--- config.mk ---
export PLATFORM = sky130hd
export DESIGN_NAME = accel_mmio_bridge
export DESIGN_NICKNAME = d
export VERILOG_FILES = /design/src/rtl/accel_mmio_bridge.sv
export SDC_FILE = /design/constraint.sdc
export NUM_CORES = 1
export LEC_CHECK = 0
export CAP_MARGIN = 20
export CORE_AREA = 10 10 207 209
export DETAILED_ROUTE_END_ITERATION = 16
export DIE_AREA = 0 0 217 219
export DONT_BUFFER_PORTS = 1
export GPL_TIMING_DRIVEN = 0
export MAX_ROUTING_LAYER = met4
export SKIP_LAST_GASP = 1
export SYNTH_ARGS = -nofsm -noshare
export SYNTH_HDL_FRONTEND = slang
export SYNTH_SLANG_ARGS = --single-unit
--- constraint.sdc ---
create_clock -name clk_i -period 4.5 [get_ports clk_i]
set_clock_uncertainty 0.2 [all_clocks]
set_input_delay 0.9 -clock clk_i [delete_from_list [all_inputs] [get_ports clk_i]]
set_output_delay 0.9 -clock clk_i [all_outputs]
set_load 0.01 [all_outputs]
--- src/rtl/accel_mmio_bridge.sv ---
// Memory-mapped bridge between the SoC memory port and one accelerator core:
// byte-maskable config registers, a control/status register and SRAM windows.
module accel_mmio_bridge #(
  parameter int          DATA_W    = 64,
  parameter int          ADDR_W    = 64,
  parameter logic [63:0] BASE_ADDR = 64'h6000_0000,
  parameter int          N_CSR     = 2,
  parameter int          N_SRAM    = 2,
  parameter int          SRAM_AW   = 10,
  parameter int          DONE_W    = 2
) (
  input  logic                     clk_i,
  input  logic                     rst_i,
  input  logic                     mem_req_i,
  output logic                     mem_gnt_o,
  input  logic                     mem_we_i,
  input  logic [DATA_W/8-1:0]      mem_be_i,
  input  logic [ADDR_W-1:0]        mem_addr_i,
  input  logic [DATA_W-1:0]        mem_wdata_i,
  output logic                     mem_rvalid_o,
  output logic [DATA_W-1:0]        mem_rdata_o,
  output logic                     mem_err_o,
  output logic [N_CSR*DATA_W-1:0]  csr_cfg_o,
  output logic                     core_start_o,
  output logic [1:0]               core_mode_o,
  input  logic                     core_busy_i,
  input  logic [DONE_W-1:0]        core_done_i,
  output logic                     irq_o,
  output logic [N_SRAM-1:0]        sram_req_o,
  output logic                     sram_we_o,
  output logic [DATA_W/8-1:0]      sram_be_o,
  output logic [SRAM_AW-1:0]       sram_addr_o,
  output logic [DATA_W-1:0]        sram_wdata_o,
  input  logic [N_SRAM*DATA_W-1:0] sram_rdata_i
);

  localparam int NB = DATA_W / 8;
  localparam int BW = $clog2(NB);
  localparam logic [ADDR_W-1:0] WIN_BYTES = ADDR_W'((64'd1 << SRAM_AW) * 64'(NB));
  localparam logic [ADDR_W-1:0] CTRL_OFF  = ADDR_W'(32'h000F_0000);

  function automatic logic [DATA_W-1:0] err_pattern();
    logic [31:0]       word;
    logic [DATA_W-1:0] p;
    word = 32'hDEAD_BEEF;
    p    = '0;
    for (int i = 0; i < DATA_W; i++) p[i] = word[i % 32];
    return p;
  endfunction

  localparam logic [DATA_W-1:0] ERR_DATA = err_pattern();

  logic                acc;
  logic [ADDR_W-1:0]   offset;
  logic [ADDR_W-1:0]   aligned;
  logic [N_CSR-1:0]    cfg_hit;
  logic [N_SRAM-1:0]   sram_hit;
  logic                ctrl_hit;
  logic                mapped;

  logic [DATA_W-1:0]   cfg_q [N_CSR];
  logic [DONE_W-1:0]   done_q, done_d;
  logic                irq_en_q, irq_en_d;
  logic [1:0]          mode_q, mode_d;
  logic [1:0]          core_mode_q;
  logic                start_q;
  logic                irq_q;

  logic                ctrl_wr, ctrl_rd, start_req, start_ok, done_clr;
  logic [DATA_W-1:0]   status;
  logic [DATA_W-1:0]   rsp_data_d;
  logic [DATA_W-1:0]   sram_rd;

  logic                rsp_valid_q;
  logic                rsp_err_q;
  logic [DATA_W-1:0]   rsp_data_q;
  logic [N_SRAM-1:0]   rsp_sram_q;

  assign acc     = mem_req_i & ~rst_i;
  assign offset  = mem_addr_i - ADDR_W'(BASE_ADDR);
  assign aligned = offset & ~ADDR_W'(NB - 1);

  // Address decode; offsets below the base wrap to huge values and fall through as unmapped.
  always_comb begin
    cfg_hit  = '0;
    sram_hit = '0;
    for (int i = 0; i < N_CSR; i++)
      cfg_hit[i] = (aligned == ADDR_W'(i * 32'h0001_0000));
    for (int k = 0; k < N_SRAM; k++)
      sram_hit[k] = (offset[ADDR_W-1:20] == (ADDR_W-20)'(k + 1)) &&
                    (ADDR_W'(offset[19:0]) < WIN_BYTES);
  end

  assign ctrl_hit = (aligned == CTRL_OFF);
  assign mapped   = (|cfg_hit) | ctrl_hit | (|sram_hit);

  always_comb begin
    ctrl_wr   = acc & ctrl_hit & mem_we_i;
    ctrl_rd   = acc & ctrl_hit & ~mem_we_i;
    start_req = ctrl_wr & mem_be_i[0] & mem_wdata_i[0];
    start_ok  = start_req & ~core_busy_i & (done_q == '0);
    done_clr  = ctrl_rd | (ctrl_wr & mem_be_i[1] & mem_wdata_i[8]);
    mode_d    = mode_q;
    irq_en_d  = irq_en_q;
    if (ctrl_wr && mem_be_i[1]) begin
      mode_d   = mem_wdata_i[11:10];
      irq_en_d = mem_wdata_i[9];
    end
    // A new completion code outranks a clear arriving in the same cycle.
    done_d = done_q;
    if (core_done_i != '0) done_d = core_done_i;
    else if (done_clr)     done_d = '0;
  end

  always_comb begin
    status              = '0;
    status[DONE_W-1:0]  = done_q;
    status[8]           = core_busy_i;
    status[9]           = irq_en_q;
    status[11:10]       = mode_q;
  end

  always_comb begin
    rsp_data_d = '0;
    if (acc && !mapped) begin
      rsp_data_d = ERR_DATA;
    end else if (acc && !mem_we_i) begin
      if (ctrl_hit) rsp_data_d = status;
      for (int i = 0; i < N_CSR; i++)
        if (cfg_hit[i]) rsp_data_d = cfg_q[i];
    end
  end

  always_ff @(posedge clk_i) begin
    if (rst_i) begin
      for (int i = 0; i < N_CSR; i++) cfg_q[i] <= '0;
      done_q      <= '0;
      irq_en_q    <= 1'b0;
      mode_q      <= 2'b00;
      core_mode_q <= 2'b00;
      start_q     <= 1'b0;
      irq_q       <= 1'b0;
      rsp_valid_q <= 1'b0;
      rsp_err_q   <= 1'b0;
      rsp_data_q  <= '0;
      rsp_sram_q  <= '0;
    end else begin
      for (int i = 0; i < N_CSR; i++)
        if (acc && mem_we_i && cfg_hit[i])
          for (int b = 0; b < NB; b++)
            if (mem_be_i[b]) cfg_q[i][b*8 +: 8] <= mem_wdata_i[b*8 +: 8];
      done_q      <= done_d;
      irq_en_q    <= irq_en_d;
      mode_q      <= mode_d;
      start_q     <= start_ok;
      if (start_ok) core_mode_q <= mode_d;
      irq_q       <= irq_en_d & (done_d != '0);
      rsp_valid_q <= acc;
      rsp_err_q   <= acc & (~mapped | (start_req & ~start_ok));
      rsp_data_q  <= rsp_data_d;
      rsp_sram_q  <= (acc && !mem_we_i) ? sram_hit : '0;
    end
  end

  always_comb begin
    sram_rd = '0;
    for (int k = 0; k < N_SRAM; k++)
      if (rsp_sram_q[k]) sram_rd = sram_rd | sram_rdata_i[k*DATA_W +: DATA_W];
  end

  always_comb begin
    csr_cfg_o = '0;
    if (!rst_i)
      for (int i = 0; i < N_CSR; i++) csr_cfg_o[i*DATA_W +: DATA_W] = cfg_q[i];
  end

  // Every output is forced low while reset is held, including a response already in flight.
  assign mem_gnt_o    = acc;
  assign mem_rvalid_o = rsp_valid_q & ~rst_i;
  assign mem_err_o    = rsp_err_q & ~rst_i;
  assign mem_rdata_o  = (rst_i || !rsp_valid_q) ? '0 :
                        ((|rsp_sram_q) ? sram_rd : rsp_data_q);
  assign core_start_o = start_q & ~rst_i;
  assign core_mode_o  = rst_i ? 2'b00 : core_mode_q;
  assign irq_o        = irq_q & ~rst_i;
  assign sram_req_o   = acc ? sram_hit : '0;
  assign sram_we_o    = mem_we_i & ~rst_i;
  assign sram_be_o    = rst_i ? '0 : mem_be_i;
  assign sram_addr_o  = rst_i ? '0 : offset[BW +: SRAM_AW];
  assign sram_wdata_o = rst_i ? '0 : mem_wdata_i;

endmodule

# --- Word-level counts from Yosys, hierarchy flattened ---
# Memories as Yosys holds them, arrays and structs flattened.
# Index checks and enable logic that the tools add are counted.
word_totals:
  regBits: 77
  ramBits: 128
  inputBits: 271
  output_inout_bits: 284
  word_cells: 177
  mem_count: 1
mem_list:
  columns: ["memory", "depth", "word_bits", "rd", "rd_clocked_by_memory_dff", "write_ports", "line", "source"]
  rows:
  - ["cfg_q", 2, 64, 2, 0, 2, "61", "logic [DATA_W-1:0] cfg_q [N_CSR];"]
classes:
  n_addsub: 1
  n_lt_le_gt_ge: 1
  n_eq_ne: 4
  n_mux: 93
  bitwise_logic: 45
  n_reduce_logical: 21
op_table:
  columns: ["op", "count"]
  rows:
  - ["64-bit two-way mux", 9]
  - ["8-bit two-way mux", 17]
  - ["128-bit two-way mux", 1]
  - ["64-bit logical NOT", 1]
  - ["64-bit bitwise OR", 1]
  - ["64-bit by 31-bit subtractor with 64-bit output, second input constant", 1]
  - ["61-bit by 14-bit equality test with 1-bit output, second input constant", 1]
  - ["61-bit by 17-bit equality test with 1-bit output, second input constant", 1]
  - ["1-bit two-way mux", 59]
  - ["44-bit by 1-bit equality test with 1-bit output, second input constant", 1]
  - ["44-bit by 2-bit equality test with 1-bit output, second input constant", 1]
  - ["20-bit by 14-bit less-than comparator with 1-bit output, second input constant", 1]
  - ["1-bit bitwise OR", 20]
  - ["1-bit bitwise AND", 18]
  - ["12-bit two-way mux", 1]
  - ["10-bit two-way mux", 1]
  - ["2-bit two-way mux", 5]
  - ["1-bit logical AND", 8]
  - ["2-bit OR reduction", 4]
  - ["1-bit NOT", 6]
  - ["2-bit nonzero test", 2]
  - ["1-bit logical NOT", 3]
  - ["3-bit OR reduction", 1]
  - ["2-bit logical NOT", 1]
  - ["1-bit logical OR", 1]

# --- Longest topological paths before layout ---
# Gate-level depths: netlist (run 1).
depth:
  word_depth: 12
  depth_mapped: 11
  depth_no_buf: 9

# --- Worst setup path before layout (run 1) ---
# OpenSTA, ideal clock, no wires.
synth_timing:
  path_type: "input -> output"
  startpoint: "input mem_addr_i[29]"
  endpoint: "output sram_req_o[0]"
  t_arrival_ps: 3912
  required_time_ps: 3400
  slack_ps: -512
  cell_stages: 10
  path_buffers: 2
  cell_sequence: "ha_1 -> or4_1 -> nor2_1 -> xnor2_1 -> nand4_1 -> or4_1 -> or4b_4 -> buf_6 -> clkbuf_1 -> nor4_1"
synth_via:
  elab_chain_cells: 4
synth_rtl:
  columns: ["element", "line", "source"]
  rows:
  - ["start, declared", "18", "input logic [ADDR_W-1:0] mem_addr_i,"]
  - ["64-bit by 31-bit subtractor with 64-bit output", "80", "assign offset = mem_addr_i - ADDR_W'(BASE_ADDR);"]
  - ["44-bit by 1-bit equality test with 1-bit output", "90", "sram_hit[k] = (offset[ADDR_W-1:20] == (ADDR_W-20)'(k + 1)) &&"]
  - ["1-bit logical AND", "90", null]
  - ["2-bit two-way mux", "186", "assign sram_req_o = acc ? sram_hit : '0;"]
  - ["end, declared", "29", "output logic [N_SRAM-1:0] sram_req_o,"]
# Every way passes these cells.

# --- Final worst setup path (run 1) ---
layout_timing:
  startpoint: "input mem_addr_i[30]"
  endpoint: "output sram_req_o[0]"
# The elaborated chain is that of the path after synthesis.

==> results of run 1 <==
synthesized netlist by cell type (19+ instances only):
library cell / instances
dfxtp_1: 77
nor2_1: 46
nor2b_1: 219
clkbuf_1: 71
and2_1: 120
edfxtp_1: 128
a21oi_1: 71
o21ai_0: 59
a22oi_1: 64
mux2i_1: 61
nor4_1: 19
nand2_1: 83
per-layer routing:
layer | up-vias | part of all wire (%) | track usage [%]
li1 | 4250 | - | -
met1 | 4668 | 38 | 23.6
met2 | 500 | 50 | 36.1
met3 | 57 | 9.2 | 6.11
met4 | 0 | 2.2 | 5.22
met5 | - | 0 | -
registers in the layout (all words and copies together), names as in the netlist:
name         flops
cfg_q          128
core_mode_q      2
done_q           2
irq_en_q         1
irq_q            1
mode_q           2
rsp_data_q      64
rsp_err_q        1
rsp_sram_q       2
rsp_valid_q      1
start_q          1
area by class of cell:
type | count | area [sq um] | area share [%]
timing repair buffer | 23 | 216 | 1.64
sequential | 205 | 5390 | 40.8
clock buffer | 33 | 663 | 5.03
multi-input combinational | 877 | 5780 | 43.8
antenna | 2 | 5.00 | 0.0379
inverter | 7 | 26.3 | 0.199
tap | 518 | 648 | 4.91
clock inverter | 9 | 126 | 0.958
buffer | 83 | 349 | 2.65
cell families (layout without fill, tap and decap cells):
group / Yosys count / in the layout / synth area share [%]
xor+xnor: 6 / 6 / 0.466
simple gates: 568 / 568 / 29.3
compound gates: 234 / 234 / 13.0
flops: 205 / 205 / 47.7
mux: 67 / 67 / 6.01
fa+ha+maj: 2 / 2 / 0.222
other cells: 0 / 2 / 0
buf+inv: 91 / 155 / 3.25
worst max path at each step:
stage                              start        endpoint  slack, ps  depth (start not counted)
after global placement    mem_addr_i[29]    cfg_q[0][36]      -1290                          8
after CTS                 mem_addr_i[30]   sram_req_o[0]       -280                         11
after detailed placement  mem_addr_i[29]  rsp_data_q[27]      -1180                         11
final                     mem_addr_i[30]   sram_req_o[0]        -30                          8
after floorplan           mem_addr_i[29]   sram_req_o[0]         20                         10
after global routing      mem_addr_i[30]   sram_req_o[0]       -170                          8
worst register-to-register path: stages (launching register included):
cell,delay [ps]
dfxtp_1,330
or3_1,390
or3_1,400
mux2_2,300
where the power goes:
group          switching [mW]  internal, mW
Sequential             0.0423          2.08
Clock                   0.766          1.20
Combinational           0.299         0.133
through the flow:
step	cell area [sq um]	cells	setup slack, ps	power, mW	utilization (%)
after CTS	13100	1754	-283	4.55	34.1
final	13200	1757	-34.8	4.51	34.2
after global placement	12000	1691	-1290	2.58	31.1
after global routing	13200	1757	-168	4.67	34.2
after floorplan	11400	1173	15.4	2.43	-
after detailed placement	12100	1697	-1180	2.59	31.3
cell usage in the layout, fill, tap and decap left out, types with 8 or more instances in the layout:
cell type  count
mux2i_1       61
nor2_1        44
buf_4         18
clkbuf_1      73
nand2_1       83
clkbuf_16     23
nor4_1        12
nor3_1        13
a41o_1        10
nor2b_1      219
a21oi_1       71
and2_1       120
dfxtp_1       77
o21ai_0       58
edfxtp_1     128
or2_2         11
clkbuf_2       8
a22oi_1       64
timing repair:
action,CTS,global route
resized for setup,24,9
pin swaps,11,6
setup buffers,15,2
endpoints found under the setup margin,159,62
==> flow_summary.yaml, run 1 <==
run_status:
  status: "complete, but fails checks"
  violations: "setup timing"
critical_path:
  critical_path.max_stage_delay_ps: 740
  critPathMaxFanout: 5
  r2r_cells: 3
  timing.rr.start: "done_q[0]"
  critPathRequiredTime_ps: 3400
  start_kind: "primary input"
  cpLargestDelayFamily: "simple AND/OR/NAND/NOR gates"
  crit_chain: "ha_4 -> or4_4 -> xnor2_1 -> nor2_1 -> o21ai_1 -> or3_1 -> or4b_2 -> nor4_4"
  worstSetupEndpointType: "output port"
  worstSetupPathType: "primary input to output port"
  ff2ff_setup_slack_ps: 2760
  cp_slowest_cell: "or4b_2"
  cp.arrival_ps: 3430
  path_buf_inv: 0
  timing.rr.end: "core_mode_q[1]"
power_and_ir_drop:
  powerDensity_nw_per_um2: 342
  leakage_nw: 4.59
  irDropWorstVdd_mv: 0.202
floorplanning:
  die-area_sq_um: 47500
  rows: 72
  io_pins: 555
  start_util_pct: 29.3
  die_w_microns: 217
  die_height_microns: 219
  core-area_sq_um: 38600
synthesis:
  synth_ff_type: "edfxtp_1"
  synth_cells: 1173
  synth_cell_types: 62
  yosys_register_bits: 205
  synth_area_leader_cell: "edfxtp_1"
  syn_nets: 1446
  syn_avg_cell_area_sq_um: 9.62
  synth_area_leaders: "edfxtp_1, dfxtp_1, nor2b_1"
  synth_top_area_share_pct: 34.1
  synth_area_sq_um: 11300
  synth-edff-count: 128
  yosysWarnings: 0
  synth-seq-area-share_pct: 47.7
  synthArstFlopShare_pct: 0
layout:
  area_growth_pct: 17.0
  drive_above_1_share_pct: 9.62
  fillers: 3992
  nNetsFinal: 1493
clocking:
  clk_pin_slew_ps: 60
  cts_root_buf: "clkbuf_16"
  clock_latency_ps: 530
  ctsHoldBuffers: 0
  clk_path_buf_depth: 3
  cts_buffers: 23
  htreeDepth: 1
  clock-sinks: 205
  cts_tree: "built"
sta:
  fin_crit_ps: 4530
  hold_violations: 0
  fmax_ghz: 0.221
  rsz0062_at_grt: "true"
  fin_hold_ws_ps: 298
  slew_viol_final: 0
  slew_headroom_pct: 23.7
  worst_pin_slew_ps: 1140
  fin_setup_tns_ps: -59.0
  post-route-period-util_pct: 101
  finalSetupViolations: 2
  setup_ws_ps: -34.8
routing:
  postRouteAntennaNets: 0
  drt_iter0_drc: 635
  wl_per_cell_microns: 29.6
  drtPass1Iterations: 6
  drc: 0
  viasPerCell: 5.39
  vias: 9475
  routed_wl_mm: 52.0
hold_path:
  hp-class: "primary input to flip-flop"
  hold_start: "core_done_i[1]"
  whs_path_depth: 1
  min_to: "done_q[1]"
placed_design:
  place.gp.congestion: 0.893
  io_buffers: 0
  dpl.hpwl_mm: 42.6
flow_run:
  drv_cap: 0
grt:
  antenna_found_initial: 2
  first_global_vias: 9680
  grt.overflow.total: 0
  grt_usage_pct: 21.0
  grt_max_degree: 14
  grt_pass1_wl_mm: 71.5
No activity file was read; power rests on OpenSTA's default activity.
==> run 2, diff against run 1 <==
--- a/config.mk
+++ b/config.mk
@@ -5,10 +5,11 @@
 export SDC_FILE = /design/constraint.sdc
 export NUM_CORES = 1
 export LEC_CHECK = 0
+export ABC_AREA = 1
 export CAP_MARGIN = 20
-export CORE_AREA = 10 10 207 209
+export CORE_AREA = 10 10 209 211
 export DETAILED_ROUTE_END_ITERATION = 16
-export DIE_AREA = 0 0 217 219
+export DIE_AREA = 0 0 219 221
 export DONT_BUFFER_PORTS = 1
 export GPL_TIMING_DRIVEN = 0
 export MAX_ROUTING_LAYER = met4
==> flow_summary.yaml, run 2 <==
hold_path:
  whs_path_depth: 1
  min_to: "rsp_sram_q[0]"
  hp-class: "primary input to flip-flop"
  hold_start: "mem_we_i"
critical_path:
  start_kind: "primary input"
  cp_slowest_cell: "o21ai_0"
  critPathMaxFanout: 8
  timing.rr.start: "done_q[1]"
  timing.rr.end: "core_mode_q[0]"
  r2r_cells: 4
  cp.arrival_ps: 4550
  path_buf_inv: 3
  critical_path.max_stage_delay_ps: 850
  ff2ff_setup_slack_ps: 2950
  worstSetupPathType: "primary input to flip-flop"
  critPathRequiredTime_ps: 4560
  cpLargestDelayFamily: "simple AND/OR/NAND/NOR gates"
  worstSetupEndpointType: "flip-flop"
  cpMostUsedCell: "nand2_1"
  crit_chain: "ha_1 -> inv_1 -> nand2_2 -> nor2_8 -> nand2_2 -> inv_2 -> nand2_1 -> nand2_1 -> nand3_1 -> nor3b_1 -> nand2_1 -> nor3_1 -> nand4_1 -> o21ai_0 -> buf_4"
sta:
  slew_headroom_pct: 26.8
  finalSetupViolations: 0
  fin_hold_ws_ps: 257
  setup_ws_ps: 3.88
  slew_viol_final: 0
  fin_crit_ps: 4500
  fmax_ghz: 0.222
  fin_setup_tns_ps: 0
  hold_violations: 0
  rsz0062_at_grt: "true"
  post-route-period-util_pct: 99.9
  worst_pin_slew_ps: 1100
clocking:
  clock_latency_ps: 550
  cts_post_setup_buffers_inserted: 0
  clk_pin_slew_ps: 60
  clk_path_buf_depth: 3
  cts_tree: "built"
  clock-sinks: 205
  htreeDepth: 1
  cts_buffers: 25
  cts_root_buf: "clkbuf_16"
  ctsHoldBuffers: 0
synthesis:
  syn_nets: 2058
  synth_cells: 1785
  yosysMostFrequentCell: "nand2_1"
  synth_common_cells: "nand2_1, nor2_1, inv_1, edfxtp_1, o21ai_0"
  synth-seq-area-share_pct: 44.1
  synth_area_leader_cell: "edfxtp_1"
  synth_top_area_share_pct: 31.5
  synthArstFlopShare_pct: 0
  synth_cell_types: 41
  synth_area_leaders: "edfxtp_1, dfxtp_1, nand2_1"
  synth-edff-count: 128
  yosys_register_bits: 205
  synth_ff_type: "edfxtp_1"
  yosysWarnings: 0
  synth_area_sq_um: 12200
  syn_avg_cell_area_sq_um: 6.84
grt:
  antenna_found_initial: 1
  grt_pass1_wl_mm: 83.6
  grt.overflow.total: 0
  first_global_vias: 12000
  grt_usage_pct: 24.0
  grt_max_degree: 13
layout:
  final_common_cell: "nand2_1"
  top_register: "cfg_q"
  largest_reg_flops: 128
  area_growth_pct: 12.6
  nNetsFinal: 2092
  fin_area_sq_um: 13800
  finalNonFillerCells: 2364
  reg_top3: "cfg_q (128), rsp_data_q (64)"
  finalCoreUtilization_pct: 34.9
  final_cell_mix: "nand2_1, nor2_1, inv_1"
  drive_above_1_share_pct: 4.90
floorplanning:
  start_util_pct: 30.9
  rows: 73
  core-area_sq_um: 39500
  die_w_microns: 219
  die_height_microns: 221
  die-area_sq_um: 48400
  io_pins: 555
routing:
  wl_per_cell_microns: 25.3
  met2_length_mm: 29.7
  drc: 0
  route.met3.wl_mm: 4.92
  drtPass1Iterations: 6
  wl_met1_mm: 23.7
  routed_wl_mm: 59.8
  top_layer_used: "met4"
  vias: 12200
  postRouteAntennaNets: 0
  viasPerCell: 5.15
  drt_iter0_drc: 1013
placed_design:
  place.gp.congestion: 0.936
  io_buffers: 0
  dpl.hpwl_mm: 48.7
  dp.cells: 2317
  dp_slack_ps: -695
  placed_cell_area_sq_um: 12900
flow_run:
  drv_cap: 0
power_and_ir_drop:
  powerDensity_nw_per_um2: 335
  power_mw: 4.61
  leakage_nw: 6.13
  irDropWorstVdd_mv: 0.254
run_status:
  status: "complete, no violations"
run 2: changes by cell type after synthesis, moves of 39 or more:
cell / previous run / this run
mux2i_1: 61 / 0
nand3_1: 4 / 43
a22oi_1: 64 / 0
nand2_1: 83 / 396
nor2_1: 46 / 377
nor2b_1: 219 / 0
and2_1: 120 / 4
inv_1: 7 / 337
a31oi_1: 2 / 64
run 2: timing repair:
action,CTS,global route
pin swaps,0,1
gates resized for setup,3,0
endpoints found under the setup margin,17,23
run 2: per-layer routing:
| metal | vias to the layer above | global-route usage [%] |
|---|---|---|
| met5 | - | - |
| met4 | 0 | 5.61 |
| met3 | 91 | 5.28 |
| met2 | 610 | 40.6 |
| met1 | 5809 | 28.3 |
| li1 | 5662 | - |
run 2: cells by family after synthesis:
kind of cell	share of synthesized area, %
AO/OA/AOI/OAI	11.4
XOR/XNOR	0.717
adder cells (fa/ha/maj)	0.205
buffers and inverters	13.6
flip-flops	44.1
AND/OR/NAND/NOR	29.9
run 2: layout make-up:
| cell class | count | area [sq um] |
|---|---|---|
| diodes | 1 | 2.50 |
| plain buffers | 88 | 379 |
| clock buffers | 30 | 654 |
| clock inverters | 16 | 165 |
| fillers | 4341 | 25700 |
| inverters | 343 | 1290 |
| multi-input cells | 1149 | 5160 |
| flip-flops and latches | 205 | 5390 |
| well taps | 525 | 657 |
| repair buffers | 7 | 58.8 |
run 2: power breakdown:
part / total [mW] / switching, mW / leakage (nW) / internal [mW]
sequential: 2.12 / 0.0450 / 1.85 / 2.08
combinational: 0.440 / 0.349 / 3.88 / 0.0909
clock: 2.05 / 0.836 / 0.402 / 1.21
total: 4.61 / 1.23 / 6.13 / 3.38
run 2: worst max path at each step:
stage,from,endpoint,slack (ps),cells after the start
after floorplan,mem_addr_i[29],cfg_q[0][0],720,14
after global placement,mem_addr_i[29],cfg_q[0][2],-1080,14
after detailed placement,mem_addr_i[29],cfg_q[0][29],-690,14
after CTS,mem_addr_i[29],cfg_q[0][8],30,15
after global routing,mem_addr_i[29],cfg_q[0][8],-160,12
final,mem_addr_i[29],cfg_q[0][8],4,15
